--- config.mk ---
export PLATFORM = sky130hd
export DESIGN_NAME = multicycle_ctrl
export DESIGN_NICKNAME = d
export VERILOG_FILES = /design/src/rtl/multicycle_ctrl_pkg.sv /design/src/rtl/ctrl_decode.sv /design/src/rtl/multicycle_ctrl.sv
export SDC_FILE = /design/constraint.sdc
export NUM_CORES = 1
export LEC_CHECK = 0
export CAP_MARGIN = 0
export CORE_MARGIN = 2
export CORE_UTILIZATION = 39
export DETAILED_ROUTE_END_ITERATION = 8
export GPL_ROUTABILITY_DRIVEN = 0
export PLACE_DENSITY = 0.87
export SYNTH_ARGS = -nofsm -noshare
export SYNTH_HDL_FRONTEND = slang
export SYNTH_SLANG_ARGS = --single-unit
--- constraint.sdc ---
create_clock -name clk -period 7.8 [get_ports clk]
set_input_delay 2.34 -clock clk [delete_from_list [all_inputs] [get_ports clk]]
set_output_delay 2.34 -clock clk [all_outputs]
set_load 0.01 [all_outputs]
--- src/rtl/multicycle_ctrl_pkg.sv ---
// Shared constants for the multicycle controller: opcodes, immediate-generator
// selects, write-back selects, FSM state and instruction-class encodings.
package multicycle_ctrl_pkg;

  localparam logic [2:0] EXTOP_I = 3'b000;
  localparam logic [2:0] EXTOP_U = 3'b001;
  localparam logic [2:0] EXTOP_S = 3'b010;
  localparam logic [2:0] EXTOP_B = 3'b011;
  localparam logic [2:0] EXTOP_J = 3'b100;

  localparam logic [6:0] OPC_R      = 7'b0110011;
  localparam logic [6:0] OPC_IALU   = 7'b0010011;
  localparam logic [6:0] OPC_LOAD   = 7'b0000011;
  localparam logic [6:0] OPC_STORE  = 7'b0100011;
  localparam logic [6:0] OPC_BRANCH = 7'b1100011;
  localparam logic [6:0] OPC_JAL    = 7'b1101111;
  localparam logic [6:0] OPC_JALR   = 7'b1100111;
  localparam logic [6:0] OPC_LUI    = 7'b0110111;
  localparam logic [6:0] OPC_AUIPC  = 7'b0010111;

  localparam logic [1:0] WB_ALU = 2'b00;
  localparam logic [1:0] WB_MEM = 2'b01;
  localparam logic [1:0] WB_PC4 = 2'b10;

  localparam logic [31:0] NOP_INST = 32'h0000_0013;

  typedef enum logic [2:0] {
    ST_FETCH  = 3'd0,
    ST_DECODE = 3'd1,
    ST_EXEC   = 3'd2,
    ST_MEM    = 3'd3,
    ST_WB     = 3'd4,
    ST_TRAP   = 3'd5
  } state_t;

  typedef enum logic [3:0] {
    CLS_R       = 4'd0,
    CLS_IALU    = 4'd1,
    CLS_LOAD    = 4'd2,
    CLS_STORE   = 4'd3,
    CLS_BRANCH  = 4'd4,
    CLS_JAL     = 4'd5,
    CLS_JALR    = 4'd6,
    CLS_LUI     = 4'd7,
    CLS_AUIPC   = 4'd8,
    CLS_ILLEGAL = 4'd9
  } inst_class_t;

  function automatic logic [1:0] wb_sel_of(input inst_class_t cls);
    case (cls)
      CLS_LOAD:          return WB_MEM;
      CLS_JAL, CLS_JALR: return WB_PC4;
      default:           return WB_ALU;
    endcase
  endfunction

endpackage

--- src/rtl/ctrl_decode.sv ---
// Combinational opcode classifier: maps IR[6:0] to instruction class,
// immediate-generator select, ALU operand-B source and legality.
module ctrl_decode
  import multicycle_ctrl_pkg::*;
(
  input  logic [6:0]  i_opcode,
  output inst_class_t o_cls,
  output logic [2:0]  o_extop,
  output logic        o_alu_bsrc,
  output logic        o_legal
);

  always_comb begin
    o_cls      = CLS_ILLEGAL;
    o_extop    = EXTOP_I;
    o_alu_bsrc = 1'b1;
    o_legal    = 1'b1;
    case (i_opcode)
      OPC_R: begin
        o_cls      = CLS_R;
        o_alu_bsrc = 1'b0;
      end
      OPC_IALU:   o_cls = CLS_IALU;
      OPC_LOAD:   o_cls = CLS_LOAD;
      OPC_JALR:   o_cls = CLS_JALR;
      OPC_STORE: begin
        o_cls   = CLS_STORE;
        o_extop = EXTOP_S;
      end
      OPC_BRANCH: begin
        o_cls      = CLS_BRANCH;
        o_extop    = EXTOP_B;
        o_alu_bsrc = 1'b0;
      end
      OPC_JAL: begin
        o_cls   = CLS_JAL;
        o_extop = EXTOP_J;
      end
      OPC_LUI: begin
        o_cls   = CLS_LUI;
        o_extop = EXTOP_U;
      end
      OPC_AUIPC: begin
        o_cls   = CLS_AUIPC;
        o_extop = EXTOP_U;
      end
      default:    o_legal = 1'b0;
    endcase
  end

endmodule

--- src/rtl/multicycle_ctrl.sv ---
// Multicycle RV32I control FSM with instruction register and sticky trap.
// Define MC_CTRL_PERF_EN to build the cycle / retired-instruction counters.
module multicycle_ctrl
  import multicycle_ctrl_pkg::*;
(
  input  logic        clk,
  input  logic        rst,
  input  logic [31:0] imem_rdata,
  input  logic        imem_ready,
  output logic        imem_req,
  input  logic        dmem_ready,
  output logic        dmem_req,
  output logic        dmem_we,
  input  logic        branch_taken,
  output logic [31:0] inst,
  output logic [2:0]  extop,
  output logic        pc_we,
  output logic        pc_sel,
  output logic        reg_we,
  output logic [1:0]  wb_sel,
  output logic        alu_bsrc,
  output logic        illegal,
  output logic [31:0] perf_cycles,
  output logic [31:0] perf_instret
);

  state_t      r_state;
  state_t      w_state_next;
  logic [31:0] r_inst;
  logic        r_illegal;

  inst_class_t w_cls;
  logic        w_legal;
  logic        w_ir_load;
  logic        w_imem_req;
  logic        w_dmem_req;
  logic        w_dmem_we;
  logic        w_pc_we;
  logic        w_pc_sel;
  logic        w_reg_we;

  ctrl_decode u_decode (
    .i_opcode   (r_inst[6:0]),
    .o_cls      (w_cls),
    .o_extop    (extop),
    .o_alu_bsrc (alu_bsrc),
    .o_legal    (w_legal)
  );

  always_ff @(posedge clk or posedge rst) begin
    if (rst) begin
      r_state   <= ST_FETCH;
      r_inst    <= NOP_INST;
      r_illegal <= 1'b0;
    end else begin
      r_state <= w_state_next;
      if (w_ir_load)
        r_inst <= imem_rdata;
      if (r_state == ST_DECODE && !w_legal)
        r_illegal <= 1'b1;
    end
  end

  always_comb begin
    w_state_next = r_state;
    w_ir_load    = 1'b0;
    w_imem_req   = 1'b0;
    w_dmem_req   = 1'b0;
    w_dmem_we    = 1'b0;
    w_pc_we      = 1'b0;
    w_pc_sel     = 1'b0;
    w_reg_we     = 1'b0;
    case (r_state)
      ST_FETCH: begin
        w_imem_req = 1'b1;
        if (imem_ready) begin
          w_ir_load    = 1'b1;
          w_state_next = ST_DECODE;
        end
      end
      ST_DECODE: begin
        w_state_next = w_legal ? ST_EXEC : ST_TRAP;
      end
      ST_EXEC: begin
        if (w_cls == CLS_LOAD || w_cls == CLS_STORE) begin
          w_state_next = ST_MEM;
        end else if (w_cls == CLS_BRANCH) begin
          w_pc_we      = 1'b1;
          w_pc_sel     = branch_taken;
          w_state_next = ST_FETCH;
        end else begin
          w_state_next = ST_WB;
        end
      end
      ST_MEM: begin
        w_dmem_req = 1'b1;
        w_dmem_we  = (w_cls == CLS_STORE);
        if (dmem_ready) begin
          // Stores retire here; loads still need the write-back cycle.
          if (w_cls == CLS_STORE) begin
            w_pc_we      = 1'b1;
            w_state_next = ST_FETCH;
          end else begin
            w_state_next = ST_WB;
          end
        end
      end
      ST_WB: begin
        w_reg_we     = 1'b1;
        w_pc_we      = 1'b1;
        w_pc_sel     = (w_cls == CLS_JAL || w_cls == CLS_JALR);
        w_state_next = ST_FETCH;
      end
      default: begin
        w_state_next = ST_TRAP;
      end
    endcase
  end

  // Reset parks the FSM in FETCH; masking keeps every request low until release.
  assign imem_req = w_imem_req & ~rst;
  assign dmem_req = w_dmem_req & ~rst;
  assign dmem_we  = w_dmem_we  & ~rst;
  assign pc_we    = w_pc_we    & ~rst;
  assign pc_sel   = w_pc_sel   & ~rst;
  assign reg_we   = w_reg_we   & ~rst;
  assign inst     = r_inst;
  assign wb_sel   = wb_sel_of(w_cls);
  assign illegal  = r_illegal;

`ifdef MC_CTRL_PERF_EN
  logic [31:0] r_perf_cycles;
  logic [31:0] r_perf_instret;

  always_ff @(posedge clk or posedge rst) begin
    if (rst) begin
      r_perf_cycles  <= 32'd0;
      r_perf_instret <= 32'd0;
    end else if (r_state != ST_TRAP) begin
      r_perf_cycles <= r_perf_cycles + 32'd1;
      if (w_pc_we)
        r_perf_instret <= r_perf_instret + 32'd1;
    end
  end

  assign perf_cycles  = r_perf_cycles;
  assign perf_instret = r_perf_instret;
`else
  assign perf_cycles  = 32'd0;
  assign perf_instret = 32'd0;
`endif

endmodule

==> results.yml, run 1 <==
clock_tree:
  ctsHoldBuffers: 0
  clockRootBuffer: "clkbuf_8"
  cts_buffer_depth: 2
  cts_tree: "yes"
  htree_num_levels: 2
  cts_sinks: 36
  clk_latency_ns: 0.28
  cts_resized: 0
  cts_setup_buffers: 0
  clkTransAtPathRegs_ns: 0.07
  cts_inserted_buffers: 5
die:
  ioPinCount: 146
  dieHeight_um: 78.4
  die_x_um: 78.4
  initial_core_util_pct: 39.7
  core_um2: 5440
  dieArea_um2: 6140
  num_rows: 27
global_route:
  grt_usage_pct: 14.9
  grt_max_degree: 31
  grt_antenna_before_repair: 0
  overflow: 0
  grt_pass1_vias: 1479
  grt_pass1_wl_um: 7210
sta:
  fmax_mhz: 155
  slew_headroom_pct: 43.9
  maxSlewViolCount: 0
  fin_crit_ns: 6.45
  setup-tns-final_ns: 0
  tightest_slew_ns: 0.839
  rsz0062_at_grt: "no"
  period_share_pct: 82.8
  finalSetupViolations: 0
  hold_viol_final: 0
  finClkSkew_ns: 0.00721
worst_hold_path:
  min_from: "inst[27]"
  whs_endpoint: "inst[27]"
  holdPathStages: 1
  hold_class: "register to register"
synth:
  synth_cell_type_count: 39
  ys_seq_elements: 36
  ys_seq_area_share_pct: 41.9
  yosysWarnings: 0
  synth_cells: 195
  synth_area_um2: 2160
  syn_avg_cell_area_um2: 11.1
power_and_ir_drop:
  p_comb_share_pct: 9.7
  p_clk_share_pct: 41.3
  seq_power_share_pct: 49.0
  ir_drop_uv: 149
  swShare_pct: 21.8
  p_int_mw: 0.298
  switchingPower_mw: 0.0829
  p_leak_nw: 1.33
  p_per_area_nw_per_um2: 131
cells_and_area:
  post-route-util_pct: 53.4
  diodes: 0
  layout.nets: 314
  n_fill_cell: 480
  drive_gt1_share_pct: 17.3
  syn_to_final_growth_pct: 34.6
critical_path:
  slowest_delay_ns: 0.59
  r2r_slack_ns: 5.94
  crit_buf_inv: 3
  critPathLaunchType: "input port"
  cpMostUsedCell: "clkdlybuf4s50_1"
  crit_fanout: 10
  reg2reg_from: "inst[4]"
  crit_required_ns: 5.46
  r2r-end: "r_state[2]"
  cp-end-kind: "output port"
  critPathArrivalTime_ns: 4.11
  reg2reg_depth: 4
  crit_slowest_cell: "clkdlybuf4s50_1"
  crit_chain: "clkdlybuf4s50_1 > inv_1 > and3_1 > nand4_1 > o31ai_1 > clkdlybuf4s50_1"
  cpLargestDelayFamily: "buffers and inverters"
  setup.worst_path.class: "input port to output port"
placed_design:
  dp_hpwl_um: 3480
  port_buffers: 81
detailed_routing:
  wl_per_cell_um: 12.9
  wl_um: 4530
  dr.pass1.iters: 4
  detail-route-antenna-nets: 0
  drt_iter0_drc: 29
  drc: 0
  vias_per_cell: 4.35
  vias: 1523
job:
  drv_cap: 0
status:
  outcome: "completed"
==> stage by stage <==
step / worst slack, ns / instance area (um2) / total power, mW / cells / hold WS (ns)
finish: 1.35 / 2900 / 0.381 / 350 / 0.487
floorplan: 1.74 / 2390 / 0.231 / 258 / 0.469
global placement: 1.42 / 2800 / 0.226 / 342 / 0.458
CTS: 1.35 / 2900 / 0.387 / 350 / 0.493
detailed placement: 1.35 / 2800 / 0.227 / 342 / 0.480
global route: 1.25 / 2900 / 0.397 / 350 / 0.499
==> cell families (layout without fill, tap and decap cells) <==
kind of cell	after synthesis	in the layout	synth area share, %
other cells	1	64	0.174
mux	33	33	17.2
xor+xnor	1	1	0.406
buf+inv	75	95	24.8
flops	36	36	41.9
simple gates	35	35	10.8
compound gates	14	14	4.70
==> synthesized netlist by cell type <==
cell type / number / area (um2)
xnor2_1: 1 / 8.76
buf_4: 64 / 480
nor3b_1: 1 / 7.51
or3b_2: 1 / 8.76
a21oi_1: 2 / 10.0
mux2_1: 3 / 33.8
or3_4: 1 / 11.3
nor3_2: 1 / 10.0
a22o_1: 1 / 8.76
nor2_1: 9 / 33.8
and3_1: 3 / 18.8
clkbuf_1: 2 / 7.51
a21boi_0: 1 / 7.51
a2111oi_1: 1 / 10.0
and2_2: 1 / 7.51
mux2_2: 30 / 338
dfrtp_1: 33 / 826
nor4_1: 1 / 6.26
nand4bb_4: 1 / 27.5
nand2_1: 5 / 18.8
nand4b_1: 1 / 8.76
o31ai_1: 4 / 30.0
buf_6: 1 / 11.3
nand2b_4: 1 / 13.8
a31oi_1: 2 / 12.5
nand2b_1: 1 / 6.26
nor2b_1: 1 / 6.26
or3b_1: 1 / 8.76
nand3_1: 1 / 5.00
buf_2: 4 / 20.0
inv_1: 4 / 15.0
conb_1: 1 / 3.75
o21ai_0: 1 / 5.00
a211o_1: 1 / 8.76
dfstp_2: 3 / 78.8
nand4_1: 1 / 6.26
nand3b_1: 3 / 22.5
nor3_1: 1 / 5.00
o32ai_1: 1 / 8.76
==> worst max-delay path by stage <==
stage / from / slack (ns) / cells past startpoint / endpoint
2_1_floorplan: rst / 1.74 / 4 / pc_we
3_3_place_gp: rst / 1.42 / 6 / pc_we
3_5_place_dp: rst / 1.35 / 6 / pc_we
4_1_cts: rst / 1.35 / 6 / pc_we
5_1_grt: rst / 1.25 / 6 / pc_we
6_report: rst / 1.35 / 6 / pc_we
==> layer usage <==
metal / up-vias / GRT usage [%] / part of all wire, %
li1: 699 / - / -
met3: 2 / 5.52 / 9.5
met5: - / 0 / 0
met1: 735 / 17.2 / 38
met2: 87 / 26.0 / 52
met4: 0 / 3.86 / 0.42
==> power groups by stage <==
| stage | Combinational, mW | Sequential (mW) | Clock [mW] |
|---|---|---|---|
| floorplan | 0.0405 | 0.190 | 0 |
| global placement | 0.0357 | 0.190 | 0 |
| detailed placement | 0.0365 | 0.190 | 0 |
| CTS | 0.0366 | 0.187 | 0.164 |
| global route | 0.0409 | 0.187 | 0.170 |
| finish | 0.0368 | 0.187 | 0.157 |
==> sequential cells by signal (all words and copies together), names as in the netlist <==
| signal | count |
|---|---|
| inst | 32 |
| r_state | 3 |
| illegal | 1 |
==> worst reg2reg max path, cell delays in order (launching register included) <==
cell	delay, ns
dfstp_2	0.63
nor3b_1	0.08
a2111oi_1	0.74
a211o_1	0.23
o31ai_1	0.06
==> area by class of cell <==
| type | instances | area (um2) | area share (%) |
|---|---|---|---|
| clock buffers | 6 | 72.6 | 2.50 |
| clock inverters | 2 | 35.0 | 1.21 |
| inverters | 4 | 15.0 | 0.517 |
| multi-input cells | 147 | 961 | 33.1 |
| flip-flops and latches | 36 | 905 | 31.2 |
| well taps | 72 | 90.1 | 3.10 |
| repair buffers | 83 | 826 | 28.4 |
==> placed cells by master (no fill, tap or decap), types with 2 or more instances in the layout <==
master	synthesis	layout
clkdlybuf4s50_1	0	81
conb_1	1	64
dfrtp_1	33	33
mux2_2	30	30
nor2_1	9	9
nand2_1	5	5
clkbuf_8	0	5
inv_1	4	4
o31ai_1	4	4
nand3b_1	3	3
and3_1	3	3
mux2_1	3	3
dfstp_2	3	3
a21oi_1	2	2
a31oi_1	2	2
buf_4	64	2
Note: power is estimated with default switching activity, not from simulation.
==> run 2, diff against run 1 <==
--- a/config.mk
+++ b/config.mk
@@ -7,10 +7,10 @@
 export LEC_CHECK = 0
 export CAP_MARGIN = 0
 export CORE_MARGIN = 2
-export CORE_UTILIZATION = 39
+export CORE_UTILIZATION = 32
 export DETAILED_ROUTE_END_ITERATION = 8
 export GPL_ROUTABILITY_DRIVEN = 0
-export PLACE_DENSITY = 0.87
+export PLACE_DENSITY = 0.76
 export SYNTH_ARGS = -nofsm -noshare
 export SYNTH_HDL_FRONTEND = slang
 export SYNTH_SLANG_ARGS = --single-unit
==> constraint.sdc (replaced) <==
create_clock -name clk -period 5.32 [get_ports clk]
set_input_delay 1.596 -clock clk [delete_from_list [all_inputs] [get_ports clk]]
set_output_delay 1.596 -clock clk [all_outputs]
set_load 0.01 [all_outputs]
==> results.yml, run 2 (synthesized netlist as in run 1, its figures left out) <==
status:
  outcome: "completed"
sta:
  setup-tns-final_ns: 0
  fmax_mhz: 204
  maxSlewViolCount: 0
  fin_crit_ns: 4.90
  rsz0062_at_grt: "no"
  slew_headroom_pct: 34.3
  period_share_pct: 92.1
  tightest_slew_ns: 0.983
  hold_viol_final: 0
  finClkSkew_ns: 0.00476
  whs_ns: 0.496
  finalSetupViolations: 0
cells_and_area:
  drive_gt1_share_pct: 17.3
  largest_reg_flops: 32
  mostFrequentLayoutCell: "clkdlybuf4s50_1"
  final_cell_mix: "clkdlybuf4s50_1, conb_1, dfrtp_1"
  layout.nets: 314
  diodes: 0
  syn_to_final_growth_pct: 34.3
  n_fill_cell: 614
  fin_cells: 355
power_and_ir_drop:
  p_per_area_nw_per_um2: 181
  seq_power_share_pct: 52.2
  ir_drop_uv: 187
  p_comb_share_pct: 10.2
  switchingPower_mw: 0.122
  p_int_mw: 0.403
  p_leak_nw: 1.32
  p_clk_share_pct: 37.6
  swShare_pct: 23.2
critical_path:
  crit_chain: "clkdlybuf4s50_1 > inv_1 > and3_1 > nand4_1 > o31ai_1 > clkdlybuf4s50_1"
  crit_slowest_cell: "clkdlybuf4s50_1"
  critPathArrivalTime_ns: 3.31
  cpLargestDelayFamily: "buffers and inverters"
  crit_cells: 6
  reg2reg_from: "r_state[2]"
  setup.worst_path.class: "input port to output port"
  cp-end-kind: "output port"
  crit_fanout: 9
  r2r_slack_ns: 3.28
  slowest_delay_ns: 0.58
  reg2reg_depth: 5
  critPathLaunchType: "input port"
  crit_buf_inv: 3
  r2r-end: "inst[6]"
  cpMostUsedCell: "clkdlybuf4s50_1"
  crit_required_ns: 3.72
global_route:
  grt_pass1_vias: 1492
  grt_max_degree: 32
  overflow: 0
  grt_antenna_before_repair: 0
  grt_usage_pct: 11.7
  grt_pass1_wl_um: 6860
die:
  initial_core_util_pct: 33.6
  core_um2: 6420
  dieArea_um2: 7410
  ioPinCount: 146
  die_x_um: 86.1
  num_rows: 29
  dieHeight_um: 86.1
detailed_routing:
  wl_met3_um: 444
  dr.pass1.iters: 4
  wl_um: 4400
  vias_per_cell: 4.26
  drt_iter0_drc: 50
  detail-route-antenna-nets: 0
  drc: 0
  met2_length_um: 2220
  highest_layer: "met4"
  vias: 1513
  wl_per_cell_um: 12.4
  routedLengthMet1_um: 1690
placed_design:
  dp_hpwl_um: 3470
  placed_cells: 347
  port_buffers: 81
clock_tree:
  cts_resized: 0
  cts_setup_buffers: 0
  cts_tree: "yes"
  ctsHoldBuffers: 0
  clk_latency_ns: 0.28
  htree_num_levels: 2
  clkTransAtPathRegs_ns: 0.07
  cts_inserted_buffers: 5
  cts_sinks: 36
  clockRootBuffer: "clkbuf_8"
  cts_buffer_depth: 2
worst_hold_path:
  hold_class: "register to register"
  min_from: "inst[31]"
  whs_endpoint: "inst[31]"
  holdPathStages: 1
job:
  drv_cap: 0
==> run 2: power groups by stage <==
stage	combinational (mW)	sequential, mW	clock [mW]
after global routing	0.0598	0.274	0.214
after global placement	0.0527	0.279	0
after floorplan	0.0593	0.279	0
after CTS	0.0532	0.274	0.205
final	0.0536	0.274	0.197
after detailed placement	0.0532	0.279	0
==> run 2: how the worst max path moves through the flow <==
stage	from	slack, ns	end
after floorplan	rst	0.75	pc_we
final	rst	0.42	pc_we
after detailed placement	rst	0.38	pc_we
after CTS	rst	0.38	pc_we
after global placement	rst	0.48	pc_we
after global routing	rst	0.27	pc_we
==> run 2: cell type report <==
class                           instances  area (um2)  area share [%]
Clock inverter                          1        7.51           0.259
Inverter                                4        15.0           0.518
Timing Repair Buffer                   83         826            28.5
Clock buffer                            7        86.3            2.98
Sequential cell                        36         905            31.2
Multi-Input combinational cell        147         961            33.2
Tap cell                               77        96.3            3.33
==> run 2: stage by stage <==
stage | setup WS (ns) | total power, mW | cell area [um2] | util, %
3_3_place_gp | 0.477 | 0.332 | 2800 | 43.6
5_1_grt | 0.275 | 0.548 | 2900 | 45.1
4_1_cts | 0.378 | 0.532 | 2900 | 45.1
6_report | 0.419 | 0.525 | 2900 | 45.1
3_5_place_dp | 0.383 | 0.332 | 2800 | 43.6
2_1_floorplan | 0.751 | 0.338 | 2390 | -
==> run 2: routing by layer <==
layer / up-vias / global-route usage [%]
met5: - / 0
met2: 90 / 19.7
met1: 725 / 13.7
li1: 694 / -
met4: 0 / 3.75
met3: 4 / 4.33
